[config.mk]
export PLATFORM = sky130hd
export DESIGN_NAME = decoder_38
export DESIGN_NICKNAME = d
export VERILOG_FILES = /design/src/rtl/decoder_38_pkg.sv /design/src/rtl/decoder_38_comb.sv /design/src/rtl/decoder_38.sv
export SDC_FILE = /design/constraint.sdc
export NUM_CORES = 1
export LEC_CHECK = 0
export CORE_AREA = 5 5 42 44
export CTS_CLUSTER_DIAMETER = 120
export DETAILED_ROUTE_END_ITERATION = 6
export DIE_AREA = 0 0 47 49
export DONT_BUFFER_PORTS = 1
export GPL_TIMING_DRIVEN = 0
export SLEW_MARGIN = 20
export SYNTH_ARGS = -nofsm -noshare
export SYNTH_HDL_FRONTEND = slang
export SYNTH_SLANG_ARGS = --single-unit
[constraint.sdc]
create_clock -name clk -period 0.8 [get_ports clk]
set_input_delay 0.24 -clock clk [delete_from_list [all_inputs] [get_ports clk]]
set_output_delay 0.24 -clock clk [all_outputs]
set_load 0.03 [all_outputs]
[src/rtl/decoder_38_pkg.sv]
// Shared widths, idle value and one-hot helper for the registered 3-to-8 decoder.
// Macro DECODER_38_ACTIVE_LOW_OUT_EN selects active-low (74x138 style) outputs.
package decoder_38_pkg;

    localparam int unsigned IN_W  = 3;
    localparam int unsigned OUT_W = 1 << IN_W;

`ifdef DECODER_38_ACTIVE_LOW_OUT_EN
    localparam logic [OUT_W-1:0] OUT_IDLE = {OUT_W{1'b1}};
`else
    localparam logic [OUT_W-1:0] OUT_IDLE = '0;
`endif

    // Active-high one-hot code for a binary select.
    function automatic logic [OUT_W-1:0] onehot_dec(input logic [IN_W-1:0] sel);
        onehot_dec = OUT_W'(1) << sel;
    endfunction

endpackage

[src/rtl/decoder_38_comb.sv]
// Pure combinational enable-gated binary to one-hot decode (active high).
module decoder_38_comb
    import decoder_38_pkg::*;
(
    input  logic [IN_W-1:0]  in,
    input  logic             en,
    output logic [OUT_W-1:0] dec_c
);

    // Gate the one-hot code with the enable.
    always_comb begin
        dec_c = '0;
        if (en) begin
            dec_c = onehot_dec(in);
        end
    end

endmodule

[src/rtl/decoder_38.sv]
// Registered 3-to-8 one-hot decoder with active-high enable.
// Macro DECODER_38_ACTIVE_LOW_OUT_EN: outputs become active low, idle/reset value all ones.
module decoder_38
    import decoder_38_pkg::*;
(
    input  logic             clk,
    input  logic             rst_n,
    input  logic [IN_W-1:0]  in,
    output logic [OUT_W-1:0] out,
    input  logic             en
);

    logic [OUT_W-1:0] dec_c;
    logic [OUT_W-1:0] out_d_c;
    logic [OUT_W-1:0] out_act_c;
    logic             en_q;

    decoder_38_comb u_comb (
        .in    (in),
        .en    (en),
        .dec_c (dec_c)
    );

    // Apply output polarity before the register so the flop output is glitch-free.
`ifdef DECODER_38_ACTIVE_LOW_OUT_EN
    assign out_d_c   = ~dec_c;
    assign out_act_c = ~out;
`else
    assign out_d_c   = dec_c;
    assign out_act_c = out;
`endif

    // Output register, cleared to the idle value asynchronously.
    always_ff @(posedge clk or negedge rst_n) begin
        if (!rst_n) begin
            out <= OUT_IDLE;
        end else begin
            out <= out_d_c;
        end
    end

    // Enable as seen by the current output, used only by the invariant below.
    always_ff @(posedge clk or negedge rst_n) begin
        if (!rst_n) begin
            en_q <= 1'b0;
        end else begin
            en_q <= en;
        end
    end

    // At most one active output; exactly one when the captured enable was high.
    always_ff @(negedge clk) begin
        if (rst_n) begin
            assert ($onehot0(out_act_c));
            assert (!en_q || $onehot(out_act_c));
        end
    end

endmodule

After elaboration in Yosys (flattened, before gate mapping)
Index checks and enable logic that the tools add are counted.

Flip-flop bits (word level): 8. Logic and storage cells: 3.

Shifts and indexed selects: 1. Multiplexer cells: 1.

Operator list (count): 8-bit two-way mux (1); 1-bit by 3-bit left shift with 8-bit output, first input constant (1).

Logic depth before layout (Yosys ltp)
Depth in word-level cells: 2. Mapped depth: 1. Gate-level depth less buffers: 1.

Cells and area by module
From an unflattened synthesis, not the netlist that was laid out.

Cells, all modules: 16. Area total of the unflattened synthesis: 295.3 sq um.

Modules (own cells, without submodules): decoder_38 (instances 1, cells each 8, area an instance 200.2 sq um); decoder_38_comb (instances 1, cells each 8, area an instance 95.1 sq um).

Worst setup path after synthesis
No wires, ideal clock.

Kind: register to output. Start point: register out[0]. End point: output port out[0]. Data arrival time: 0.467 ns. Buffers on the path: 0. Setup slack: 0.093 ns. Required time: 0.560 ns. Stages on the path, launching flop included: 1. Cells stage by stage: dfrtp_1.

RTL lines: from (decl) (RTL line decoder_38.sv:9) `output logic [OUT_W-1:0] out,`; from (signal assigned) (RTL line decoder_38.sv:38) `out <= out_d_c;`.

No word-level cell between the ends.

Worst setup path in the final report
Start point: register out[4]. End point: output port out[4].

No word-level cell between the ends.

==> flow_metrics.py <==
metrics = {
    "critical_path": {
        "worstPathArrival_ns": 0.72,
        "required_ns": 0.56,
        "crit_type": "flop to output pin",
        "end_kind": "output pin",
        "startpoint_type": "flop",
        "critPathMaxFanout": 1,
    },
    "floorplan": {
        "coreArea_mm2": 0.00140,
        "fp-row-count": 14,
        "start_util": 0.212,
        "io_pins": 14,
        "die-height_um": 49,
        "die_w_um": 47,
        "die_area_mm2": 0.00230,
    },
    "run": {
        "maxCapViolCount": 0,
    },
    "sta": {
        "period_minus_slack_ns": 0.955,
        "max_freq_ghz": 1.05,
        "setup-tns-final_ns": -1.20,
        "slew_violations": 0,
        "whs_ns": 0.0473,
        "post-route-period-util": 1.19,
        "maxSlewHeadroom": 0.775,
        "setup_viol": 8,
        "tightest_slew_ns": 0.336,
        "rsz0062_at_grt": "true",
        "fin_ws_ns": -0.155,
        "hold_violations": 0,
    },
    "grt": {
        "grt_usage": 0.0649,
        "grt_pass1_wl_um": 972,
        "antenna_found_initial": 0,
        "grt_pass1_vias": 220,
        "gr-total-overflow": 0,
        "grt_max_degree": 9,
    },
    "cts": {
        "path_clk_slew_ns": 0.05,
        "cts_tree": "done",
        "cts.sinks": 8,
        "cts_setup_buffers": 0,
        "numCtsBuffers": 3,
        "clockBufferDepth": 2,
        "cts_htree_levels": 1,
        "cts_root_buf": "clkbuf_4",
    },
    "power_and_ir_drop": {
        "leakage_nw": 0.149,
        "p_per_area_mw_per_mm2": 2130,
        "switching_power_mw": 0.160,
        "ir_worst_vdd_v": 0.000739,
        "pwr-share-seq": 0.580,
        "swShare": 0.209,
        "p_int_mw": 0.606,
        "pwr-share-comb": 0.035,
        "clockPowerShare": 0.385,
    },
    "routing": {
        "wire_per_inst_um": 16.4,
        "vias": 165,
        "wl_met2_um": 228,
        "wirelength_um": 589,
        "via_per_inst": 4.58,
        "antenna_left": 0,
        "drt_iter0_markers": 0,
        "drc_errors": 0,
        "dr_wl_met3_um": 123,
        "firstDrtPassIters": 1,
        "dr.max_layer_used": "met3",
        "m1WireLength_um": 237,
    },
    "cells_and_area": {
        "reg.largest.list": "out: 8 flops",
        "multiInputGateArea_um2": 96.3,
        "regArea_um2": 210,
        "n_antenna_cell": 0,
        "drive_gt1_frac": 0.950,
        "final_nets": 28,
        "area_growth_pct": 21.1,
        "fillers": 150,
        "regMostFlops": "out",
        "post_layout_nonfiller_instances": 36,
        "largest_reg_flops": 8,
        "fin_util": 0.256,
    },
    "hold_path": {
        "holdCritPathClass": "input pin to flop",
    },
    "logic_synthesis": {
        "synthCells": 16,
        "synthDistinctLibCells": 5,
        "synth_fa_ha_area_frac": 0,
        "syn_nets": 22,
        "synth_commonest_cells": "8 x dfrtp_1, 3 x and4b_2, 3 x and4bb_2",
        "async_reset_ff_frac": 1.00,
        "syn-mean-instance-area_um2": 18.5,
        "syn_area_um2": 297,
        "synth_area_leaders": "dfrtp_1 68%, and4bb_2 13%, and4b_2 11%",
        "ys_ff_latch": 8,
        "synth_area_leader_cell": "dfrtp_1",
        "synth_top_area_frac": 0.675,
        "synth_xor_area_frac": 0,
        "yosysWarnings": 0,
        "yosysSeqAreaShare": 0.675,
        "synthSimpleGateAreaFrac": 0.325,
        "synth_ff_type": "dfrtp_1",
        "synth_top_family_by_area": "simple AND/OR/NAND/NOR gates",
        "synth_most_common_cell": "dfrtp_1",
        "muxShareOfSynthArea": 0,
        "synth_compound_area_frac": 0,
        "synth-edff-count": 0,
    },
    "place": {
        "place.gp.congestion": 0.693,
        "portBuffers": 0,
        "dpl.cell_count": 32,
        "place_hpwl_um": 422,
    },
    "run_status": {
        "violations": "negative setup slack",
        "status": "finished with violations",
    },
}
## power by group through the flow
stage / Sequential [mW] / Clock, mW / Combinational [mW]
after floorplan: 0.447 / 0 / 0.0157
after global placement: 0.449 / 0 / 0.0164
after detailed placement: 0.449 / 0 / 0.0172
after CTS: 0.444 / 0.317 / 0.0281
after global routing: 0.445 / 0.354 / 0.0303
final: 0.444 / 0.295 / 0.0272
## path summary, 6_finish.rpt
kind	startpoint	cells past startpoint	slack [ns]	end
min in group asynchronous	rst_n	1	0.33	out[7]$_DFF_PN0_
max	out[4]$_DFF_PN0_	0	-0.16	out[4]
max in group asynchronous	rst_n	1	0.20	out[1]$_DFF_PN0_
min	in[1]	1	0.05	out[0]$_DFF_PN0_
## metal layers
layer,GRT usage,vias to the layer above
met4,0.0691,0
met5,0,-
met2,0.0633,13
met1,0.0662,77
met3,0.0701,0
li1,-,75
## stage by stage
stage,worst slack [ns],cell area (um2),power (mW)
floorplan,0.0926,297,0.462
global placement,0.0720,317,0.465
detailed placement,0.0701,317,0.466
CTS,-0.169,359,0.790
global route,-0.193,359,0.829
finish,-0.155,359,0.765
## cell usage in the layout (no fill, tap or decap)
cell type	count
nor4b_2	1
dlygate4sd3_1	1
dfrtp_2	8
and4_2	1
clkbuf_4	3
and4bb_2	3
and4b_2	3
## layout make-up
type / count / share of cell area
sequential: 8 / 0.585
multi-input combinational: 8 / 0.268
clock buffer: 3 / 0.0627
tap: 16 / 0.0557
timing repair buffer: 1 / 0.0279
## kinds of logic (layout without fill, tap and decap cells)
family / Yosys count / after routing
buffers and inverters: 0 / 4
DFF: 8 / 8
and+or+nand+nor: 8 / 8
## repair_timing
item	in CTS	in global routing
hold buffers	1	0
hold endpoints to repair	8	0
pin swaps	0	0
resized for setup	8	0
endpoints found under the setup margin	8	8
Power figures use the tool's default switching activity.
